File: config.mk
export PLATFORM = sky130hd
export DESIGN_NAME = hazard_stall_unit
export DESIGN_NICKNAME = d
export VERILOG_FILES = /design/src/rtl/hazard_stall_unit_pkg.sv /design/src/rtl/hazard_stall_unit_sram_wait.sv /design/src/rtl/hazard_stall_unit.sv
export SDC_FILE = /design/constraint.sdc
export NUM_CORES = 1
export LEC_CHECK = 0
export ABC_AREA = 1
export CAP_MARGIN = 40
export CORE_MARGIN = 5
export CORE_UTILIZATION = 50
export CTS_BUF_LIST = sky130_fd_sc_hd__clkbuf_16
export DETAILED_ROUTE_END_ITERATION = 16
export GPL_ROUTABILITY_DRIVEN = 0
export PLACE_DENSITY_LB_ADDON = 0.05
export SYNTH_ARGS = -nofsm -noshare
export SYNTH_HDL_FRONTEND = slang
export SYNTH_SLANG_ARGS = --single-unit
File: constraint.sdc
create_clock -name clk -period 3.17 [get_ports clk]
set_clock_uncertainty 0.2 [all_clocks]
set_input_delay 0.634 -clock clk [delete_from_list [all_inputs] [get_ports clk]]
set_output_delay 0.634 -clock clk [all_outputs]
set_load 0.01 [all_outputs]
File: src/rtl/hazard_stall_unit_pkg.sv
// hazard_stall_unit_pkg: shared pipeline constants and wait-state FSM encoding
package hazard_stall_unit_pkg;
   localparam int REG_W = 5;
   localparam logic [REG_W-1:0] REG_ZERO = 5'd0;
   localparam int SRAM_WAIT_DEF = 4;
   typedef enum logic {IDLE = 1'b0, WAIT = 1'b1} wait_state_t;
endpackage

File: src/rtl/hazard_stall_unit_sram_wait.sv
// sram_wait_fsm: holds the pipeline for SRAM_WAIT cycles per MEM-stage access
module sram_wait_fsm
   import hazard_stall_unit_pkg::*;
#(
   parameter int SRAM_WAIT = SRAM_WAIT_DEF
) (
   input  logic clk,
   input  logic rst,
   input  logic mem_access,
   output logic mem_busy,
   output logic mem_ready
);
   localparam logic [3:0] SW = 4'(SRAM_WAIT);
   localparam logic HAS_WAIT = SRAM_WAIT > 0;
   wait_state_t state;
   logic [3:0] cnt;
   // State and wait counter; any cnt at or past SW leaves WAIT
   always_ff @(posedge clk) begin
      if (rst) begin
         state <= IDLE;
         cnt <= 4'd0;
      end else if (state == IDLE) begin
         if (mem_access && HAS_WAIT) begin
            state <= WAIT;
            cnt <= 4'd1;
         end
      end else if (cnt >= SW) begin
         state <= IDLE;
         cnt <= 4'd0;
      end else begin
         cnt <= cnt + 4'd1;
      end
   end
   // Busy until the last wait cycle; ready when the access sits unfrozen in MEM
   always_comb begin
      mem_busy = ~rst & ((state == IDLE) ? (mem_access & HAS_WAIT) : (cnt != SW));
      mem_ready = ~rst & mem_access & ~mem_busy;
   end
endmodule

File: src/rtl/hazard_stall_unit.sv
// hazard_stall_unit: RAW stall/bubble control plus SRAM wait freeze; FORWARDING_EN limits stalls to load-use
module hazard_stall_unit
   import hazard_stall_unit_pkg::*;
#(
   parameter int SRAM_WAIT = SRAM_WAIT_DEF,
   parameter int CNT_W = 16
) (
   input  logic             clk,
   input  logic             rst,
   input  logic [REG_W-1:0] src1_ID,
   input  logic [REG_W-1:0] src2_ID,
   input  logic             two_src_ID,
   input  logic [REG_W-1:0] dest_EXE,
   input  logic             WB_EN_EXE,
   input  logic             MEM_R_EN_EXE,
   input  logic [REG_W-1:0] dest_MEM,
   input  logic             WB_EN_MEM,
   input  logic             MEM_R_EN_MEM,
   input  logic             MEM_W_EN_MEM,
   output logic             freeze_IF,
   output logic             freeze_ID,
   output logic             bubble_EXE,
   output logic             freeze_EXE_MEM,
   output logic             mem_ready,
   output logic [CNT_W-1:0] stall_count
);
   logic hit_exe, hit_mem, data_hazard, mem_busy;
   sram_wait_fsm #(.SRAM_WAIT(SRAM_WAIT)) u_wait (
      .clk(clk),
      .rst(rst),
      .mem_access(MEM_R_EN_MEM | MEM_W_EN_MEM),
      .mem_busy(mem_busy),
      .mem_ready(mem_ready)
   );
   // Source/destination match against EXE and MEM producers; r0 never hazards
   always_comb begin
      hit_exe = WB_EN_EXE & (dest_EXE != REG_ZERO) & ((src1_ID == dest_EXE) | (two_src_ID & (src2_ID == dest_EXE)));
      hit_mem = WB_EN_MEM & (dest_MEM != REG_ZERO) & ((src1_ID == dest_MEM) | (two_src_ID & (src2_ID == dest_MEM)));
`ifdef FORWARDING_EN
      data_hazard = ~rst & hit_exe & MEM_R_EN_EXE;
`else
      data_hazard = ~rst & (hit_exe | hit_mem);
`endif
      freeze_EXE_MEM = mem_busy;
      freeze_ID = mem_busy;
      freeze_IF = mem_busy | data_hazard;
      bubble_EXE = data_hazard & ~mem_busy;
   end
   // Saturating count of front-end stall cycles
   always_ff @(posedge clk) begin
      if (rst) stall_count <= '0;
      else if (freeze_IF && stall_count != '1) stall_count <= stall_count + CNT_W'(1);
   end
endmodule

==> impl_metrics.json, run 1 <==
{
  "max_freq_mhz": 338,
  "fp-row-count": 20,
  "syn_area_sq_mm": 0.00158,
  "syn_inst": 272,
  "worst_pin_slew_ps": 288,
  "via_count": 1713,
  "cp.required_ps": 2340,
  "hpwl_mm": 2.84,
  "drive_gt1_share_pct": 8.75,
  "path_max_fanout": 3,
  "cap_violations": 0,
  "clkTransAtPathRegs_ps": 50,
  "place_area_sq_mm": 0.00208,
  "worstPathArrival_ps": 2130,
  "async_flop_share_pct": 0,
  "routed_via_density": 4.71,
  "seq_area_sq_um": 420,
  "ys_ff_latch": 21,
  "coreArea_sq_mm": 0.00305,
  "period_minus_slack_ps": 2960,
  "clock-sinks": 21,
  "post_cts_buffers": 0,
  "critical_path_class": "input pin to output pin",
  "die_h_um": 66.3,
  "numCtsBuffers": 3,
  "drc_errors": 0,
  "nets": 352,
  "grt_overflow": 0,
  "setup-tns-final_ps": 0,
  "syn_nets": 303,
  "hold_slack_ps": 265,
  "syn2layout_area_growth_pct": 36.3,
  "wl_per_cell_um": 10.1,
  "grt_use_total_pct": 17.9,
  "htreeDepth": 1,
  "syn_avg_cell_area_sq_um": 5.82,
  "rsz0062_at_grt": "false",
  "grt_pass1_wl_mm": 6.30,
  "multi_input_area_sq_um": 955,
  "yosysMostFrequentCell": "nand2_1",
  "ant_nets": 0,
  "grt_pass1_vias": 1516,
  "seq_area_frac_synth_pct": 26.5,
  "final-max-slew-violation-count": 0,
  "p_per_area_mw_per_mm2": 313,
  "fin_ws_ps": 210,
  "finalSetupViolCount": 0,
  "io_pins": 49,
  "synth_area_leaders": "dfxtp_1 (27%), nand2_1 (21%), nor2_1 (9.5%)",
  "die_area_sq_mm": 0.00439,
  "hp-class": "register to register",
  "dieWidth_um": 66.3,
  "tritoncts": "done",
  "synth_top_area_cell": "dfxtp_1",
  "antenna_found_initial": 0,
  "slew_headroom_pct": 80.6,
  "outcome": "finished clean",
  "r2r_slack_ps": 1260,
  "place_ws_ps": -65.5,
  "irDropWorstVdd_mv": 0.344,
  "drt-total-wl_mm": 3.68,
  "post-route-cell-area_sq_mm": 0.00216,
  "insertion_delay_ps": 250,
  "root_buffer": "clkbuf_16",
  "synth-main-ff-cell": "dfxtp_1",
  "portBuffers": 47,
  "synthTopCellsByCount": "nand2_1 (89), nor2_1 (40), inv_1 (35)",
  "synth_edf_count": 0,
  "critPathCaptureType": "output pin",
  "drt-initial-drc-count": 166,
  "fillers": 302,
  "grt_max_degree": 33,
  "first_pass_iters": 4,
  "clock_path_buffers": 2,
  "p_leak_uw": 0.00106,
  "initial_core_util_pct": 51.9,
  "diodes": 0,
  "setup.worst_path.start_class": "input pin",
  "yosysWarnings": 0,
  "post-route-period-util_pct": 93.4,
  "synth_top_area_share_pct": 26.5,
  "synth_cell_types": 25,
  "hold_viol_final": 0
}
[stage by stage]
step	std cells	utilization, %	total power, uW
after CTS	364	70.7	682
after global placement	360	68.2	420
after global routing	364	70.7	715
final	364	70.7	676
after detailed placement	360	68.2	421
after floorplan	272	-	361
[state kept, by name (all words and copies together) (netlist names)]
name and flops:
u_wait.cnt 4, u_wait.state 1, stall_count 16
[cells by family (layout without fill, tap and decap cells)]
kind of cell    after synthesis  after routing  synth area share (%)
compound gates               23             23                  7.74
xor+xnor                      2              2                  1.11
fa+ha+maj                     3              3                  2.37
buf+inv                      48             96                  13.2
flops                        21             21                  26.5
simple gates                175            175                  49.1
[layout by cell type (no fill, tap or decap)]
master | Yosys | routed
nand2_1 | 89 | 89
inv_2 | 7 | 7
clkdlybuf4s50_1 | 0 | 45
nor3_1 | 4 | 4
a21oi_1 | 17 | 17
a211oi_1 | 1 | 1
a31oi_1 | 1 | 1
nor2_1 | 40 | 40
dfxtp_1 | 21 | 21
buf_4 | 1 | 3
dlygate4sd2_1 | 0 | 2
nor3_2 | 1 | 1
inv_1 | 35 | 35
nand4_4 | 1 | 1
clkbuf_16 | 0 | 3
nor2_4 | 2 | 2
nand3_2 | 2 | 2
nand3_1 | 25 | 25
nand4_1 | 3 | 3
nor2_2 | 3 | 3
xnor2_1 | 2 | 2
nand2_2 | 4 | 4
o21ai_0 | 3 | 3
nand2_4 | 1 | 1
ha_1 | 3 | 3
clkinv_2 | 0 | 1
a32oi_1 | 1 | 1
[layout make-up]
class / instances / area share [%]
multi-input cells: 203 / 44.2
inverters: 42 / 7.30
clock buffers: 3 / 3.48
well taps: 44 / 2.55
repair buffers: 50 / 22.7
clock inverters: 1 / 0.232
flip-flops and latches: 21 / 19.5
[power by group]
| part | total, uW | internal, uW | switching, uW |
|---|---|---|---|
| Clock | 262 | 169 | 92.4 |
| Combinational | 139 | 68.0 | 70.7 |
| Sequential | 276 | 270 | 6.01 |
| Total | 676 | 507 | 169 |
[layer usage]
layer | GRT usage (%) | part of all wire, % | routed length, um | up-vias
met5 | 0 | 0 | 0 | -
met4 | 4.57 | 0.57 | 21 | 0
met3 | 4.76 | 6.4 | 234 | 2
met2 | 29.1 | 45 | 1670 | 44
met1 | 23.3 | 48 | 1760 | 731
li1 | - | - | - | 936
[final timing paths]
path	start	endpoint	cells after the start
max	dest_MEM[1]	bubble_EXE	12
min reg2reg	u_wait.cnt[3]	u_wait.cnt[3]	2
max reg2reg	stall_count[0]	stall_count[15]	10
min	u_wait.cnt[3]	u_wait.cnt[3]	2
[critical path, cell delays in order]
cell	delay, ps
clkdlybuf4s50_1	520
inv_2	60
nand2_1	60
nand2_1	60
nor2_1	100
nand3_1	80
nand2_1	70
nand2_1	50
nand2_1	70
nand2_2	70
nor2_1	80
dlygate4sd2_1	270
[repair_timing]
| item | 4_1_cts | 5_1_grt |
|---|---|---|
| resized for setup | 2 | 0 |
| hold buffers | 0 | 0 |
| setup endpoints to repair | 2 | 0 |
(Power assumes the default switching activity.)
==> run 2, diff against run 1 <==
--- a/config.mk
+++ b/config.mk
@@ -14,2 +14,3 @@
 export GPL_ROUTABILITY_DRIVEN = 0
+export MAX_ROUTING_LAYER = met4
 export PLACE_DENSITY_LB_ADDON = 0.05
==> constraint.sdc (replaced) <==
create_clock -name clk -period 3.17 [get_ports clk]
set_clock_uncertainty 0.2 [all_clocks]
set_input_delay 0.951 -clock clk [delete_from_list [all_inputs] [get_ports clk]]
set_output_delay 0.951 -clock clk [all_outputs]
set_load 0.01 [all_outputs]
==> run 2 against run 1 <==
Final cell count rose by 0.82%. Sequential power barely moved. Sequential cell count did not move. Largest cell class unchanged. Largest power group unchanged.
==> impl_metrics.json, run 2 (synthesis gave the netlist of run 1 again) <==
{
  "insertion_delay_ps": 250,
  "path_max_fanout": 3,
  "largest_reg_flops": 16,
  "fillers": 316,
  "p_per_area_mw_per_mm2": 322,
  "critPathLaunch": "MEM_W_EN_MEM",
  "finalSetupViolCount": 0,
  "clock-sinks": 21,
  "worst_pin_slew_ps": 302,
  "max_freq_mhz": 320,
  "drive_gt1_share_pct": 18.3,
  "coreArea_sq_mm": 0.00305,
  "combPwrFrac_pct": 19.4,
  "reg_top3": "stall_count: 16 flops, u_wait.cnt: 4 flops, u_wait.state: 1 flops",
  "tritoncts": "done",
  "hpwl_mm": 2.89,
  "hold_viol_final": 0,
  "p_seq_share_pct": 40.9,
  "rsz0062_at_grt": "true",
  "io_pins": 49,
  "numCtsBuffers": 3,
  "drt-initial-drc-count": 121,
  "cap_violations": 0,
  "instances_no_fill": 367,
  "power.share.clock_pct": 39.6,
  "first_pass_iters": 7,
  "regMostFlops": "stall_count",
  "holdPathStages": 2,
  "min_from": "u_wait.cnt[3]",
  "period_minus_slack_ps": 3120,
  "worstPathArrival_ps": 1970,
  "post-route-period-util_pct": 98.5,
  "reg2reg_depth": 10,
  "final_cell_mix": "nand2_1 (88), nor2_1 (38), inv_1 (33)",
  "grt_overflow": 0,
  "drc_errors": 0,
  "slew_headroom_pct": 79.8,
  "top_usage_layer": "met2",
  "post_cts_buffers": 0,
  "routed_via_density": 4.68,
  "outcome": "finished clean",
  "cp.required_ps": 2020,
  "multi_input_area_sq_um": 967,
  "htreeDepth": 1,
  "r2r-end": "stall_count[15]",
  "via_count": 1717,
  "r2r_slack_ps": 1270,
  "p_int_uw": 498,
  "place_ws_ps": -698,
  "grt_use_total_pct": 17.7,
  "gr-usage-met2_pct": 29.0,
  "grt_pass1_wl_mm": 6.04,
  "nets": 355,
  "grt_max_degree": 33,
  "dp.cells": 363,
  "setup.worst_path.start_class": "input pin",
  "grt_pass1_vias": 1454,
  "r2r_start": "stall_count[0]",
  "globalRouteMet3Util_pct": 3.74,
  "fp-row-count": 20,
  "p_total_uw": 675,
  "hold_buffers": 0,
  "die_area_sq_mm": 0.00439,
  "dieWidth_um": 66.3,
  "antenna_found_initial": 0,
  "ant_nets": 0,
  "layout_commonest_cell": "nand2_1",
  "critical_path_class": "input pin to output pin",
  "wl_per_cell_um": 10.0,
  "clkTransAtPathRegs_ps": 60,
  "sw_frac_of_total_pct": 26.1,
  "hp-class": "register to register",
  "portBuffers": 47,
  "syn2layout_area_growth_pct": 32.1,
  "drt-total-wl_mm": 3.69,
  "p_switching_uw": 176,
  "grtUsageMet1_pct": 22.8,
  "p_leak_uw": 0.00108,
  "initial_core_util_pct": 51.9,
  "root_buffer": "clkbuf_16",
  "irDropWorstVdd_mv": 0.331,
  "die_h_um": 66.3,
  "final-max-slew-violation-count": 0,
  "seq_area_sq_um": 420,
  "critPathCapture": "freeze_ID",
  "diodes": 0,
  "critPathCaptureType": "output pin",
  "fin_ws_ps": 47.5,
  "clock_path_buffers": 2
}
==> run 2: changes by cell type in the layout (fill, tap and decap cells not counted), sizes merged <==
| cell | before | now |
|---|---|---|
| dlygate4sd2 | 2 | 1 |
| buf | 3 | 10 |
| clkbuf | 3 | 21 |
| clkdlybuf4s50 | 45 | 21 |
| clkinv | 1 | 0 |
| clkinvlp | 0 | 1 |
| clkdlybuf4s15 | 0 | 3 |
==> run 2: timing repair <==
item,in CTS,in global routing
setup endpoints to repair,5,5
pin swaps,9,10
gates cloned,0,0
gates resized for setup,44,41
==> run 2: metrics by stage <==
step	util (%)	hold slack [ps]	area (sq um)	setup TNS [ps]
global route	68.6	284	2090	-164
finish	68.6	264	2090	0
detailed placement	68.9	252	2100	-2140
floorplan	-	237	1580	0
global placement	68.9	250	2100	-2130
CTS	70.9	261	2160	-5.99
==> run 2: cell type report <==
class	count	share of cell area (%)
clock buffers	3	3.59
flip-flops and latches	21	20.1
clock inverters	1	0.359
inverters	42	7.53
multi-input cells	203	46.2
well taps	44	2.63
repair buffers	53	19.6
==> run 2: worst min path at each step <==
| stage | to | slack, ps |
|---|---|---|
| 2_1_floorplan | u_wait.cnt[3] | 240 |
| 3_3_place_gp | u_wait.cnt[3] | 250 |
| 3_5_place_dp | u_wait.cnt[3] | 250 |
| 4_1_cts | u_wait.cnt[3] | 260 |
| 5_1_grt | u_wait.cnt[3] | 280 |
| 6_report | u_wait.cnt[3] | 260 |
==> run 2: worst max-delay path, stage by stage <==
cell	delay (ps)
clkdlybuf4s50_1	410
nor2_2	150
nand2_2	80
nand3_2	80
inv_1	60
clkdlybuf4s15_1	230
==> run 2: per-layer routing <==
metal	vias to the layer above	share of wire (%)
met5	-	0
met2	29	47
li1	948	-
met4	0	0.38
met3	2	3.3
met1	738	49
==> run 2: power groups by stage <==
stage               Combinational, uW  Sequential, uW  Clock (uW)
finish                            131             276         267
global route                      149             277         291
CTS                               134             276         275
detailed placement                143             282           0
global placement                  141             282           0
floorplan                        78.4             282           0
==> variant (settings of run 2) <==
Put one more register stage on the output `stall_count`, with the module's reset. The value now appears one clock later. The other outputs are not delayed to match.
--- a/src/rtl/hazard_stall_unit.sv
+++ b/src/rtl/hazard_stall_unit.sv
@@ -26,2 +26,4 @@
 );
+
+   logic [CNT_W-1:0] stall_count_s0;
    logic hit_exe, hit_mem, data_hazard, mem_busy;
@@ -50,5 +52,13 @@
    always_ff @(posedge clk) begin
-      if (rst) stall_count <= '0;
-      else if (freeze_IF && stall_count != '1) stall_count <= stall_count + CNT_W'(1);
+      if (rst) stall_count_s0 <= '0;
+      else if (freeze_IF && stall_count_s0 != '1) stall_count_s0 <= stall_count_s0 + CNT_W'(1);
    end
+   always_ff @(posedge clk) begin
+      if (rst) begin
+         stall_count <= '0;
+      end else begin
+         stall_count <= stall_count_s0;
+      end
+   end
+
 endmodule
Function: changed (Yosys sat finds a counterexample within 4 cycles, from zero or initial values and one cycle with rst high).
==> variant against run 2 <==
- maximum frequency increased by 1.1%
- power increased by 60%
- via count increased by 17%
- synthesized cell count increased by 15%
- synthesized area increased by 25%
- sequential cell count increased by 16
- combinational power increased by 11%
- final area increased by 25%
- die area increased by 21%
- routed wire length increased by 16%
- worst setup slack improved by 0.034 ns
- critical endpoint is now bubble_EXE
- highest routed layer unchanged
==> variant: results (changes against run 2) <==
[placement]
dpl-instance-area_sq_um=2549  ; was 2103 sq um
dp_hpwl_mm=3.207  ; was 2.894 mm
dpl.cell_count=416  ; was 363
dp_slack_ns=-0.7081  ; was -0.6982 ns

[synth]
yosysSeqAreaShare_pct=37.30  ; was 26.54%
synth_fa_ha_area_share_pct=1.890  ; was 2.370%
syn-num-nets=345  ; was 303
synthCells=314  ; was 272
synth_xor_area_share_pct=0.8822  ; was 1.106%
synthTopCellsByArea=dfxtp_1 (37%), nand2_1 (16%), nor2_1 (11%)  ; was dfxtp_1 (27%), nand2_1 (21%), nor2_1 (9.5%)

[worst_setup_path]
cp_max_fo=2  ; was 3
crit_path_max_incr_delay_ns=0.47  ; was 0.41 ns

[detailed_routing]
wl_per_cell_um=10.11  ; was 10.05 um
wl_met1_mm=1.949  ; was 1.818 mm
drt_first_iter_violations=150  ; was 121
vias=2004  ; was 1717
drtPass1Iterations=5  ; was 7
route.met2.wl_mm=2.000  ; was 1.731 mm
dr_wl_met3_um=285  ; was 122 um

[outcome]
status=finished, final reports clean  ; unchanged

[clocking]
post_cts_resized=61  ; was 44
h-tree-depth=2  ; was 1
post-cts-setup-buffers=1  ; was 0

[power]
leakagePower_uw=0.001317  ; was 0.001080 uW

[sta]
relSlewSlack_pct=79.99  ; was 79.84%

[final_layout]
nNetsFinal=404  ; was 355
largest_registers=stall_count x16, stall_count_s0 x16, u_wait.cnt x4  ; was stall_count x16, u_wait.cnt x4, u_wait.state x1
drive_gt1_share_pct=17.69  ; was 18.27%

[global_route]
met1_usage_pct=23.03  ; was 22.75%
grtUsageTotal_pct=18.52  ; was 17.71%

-- variant: cell count changes after synthesis, moves of 3 or more --
cell,change
dfxtp_1,+16
inv_1,+15
inv_2,-3
nand2_1,-4
nand4_1,+3
nor2_1,+19
-- variant: final timing paths --
| check | end | slack [ns] | depth (start not counted) | from |
|---|---|---|---|---|
| max | bubble_EXE | 0.08 | 8 | WB_EN_MEM |
| min | stall_count[8] | 0.25 | 2 | stall_count_s0[8] |
| max reg2reg | stall_count_s0[14] | 1.19 | 8 | stall_count_s0[0] |
| min reg2reg | stall_count[8] | 0.25 | 2 | stall_count_s0[8] |
-- variant: cell type report --
type	instances	area, sq um
multi-input combinational	215	996.0
tap	50	62.56
fill	378	1305
inverter	55	206.4
sequential	37	740.7
clock buffer	5	125.1
timing repair buffer	59	466.7
clock inverter	2	11.26
-- variant: power by group --
part | total (uW) | internal [uW] | switching [uW]
registers | 483 | 474 | 8.20
logic | 146 | 65.0 | 81.4
clock network | 453 | 283 | 170
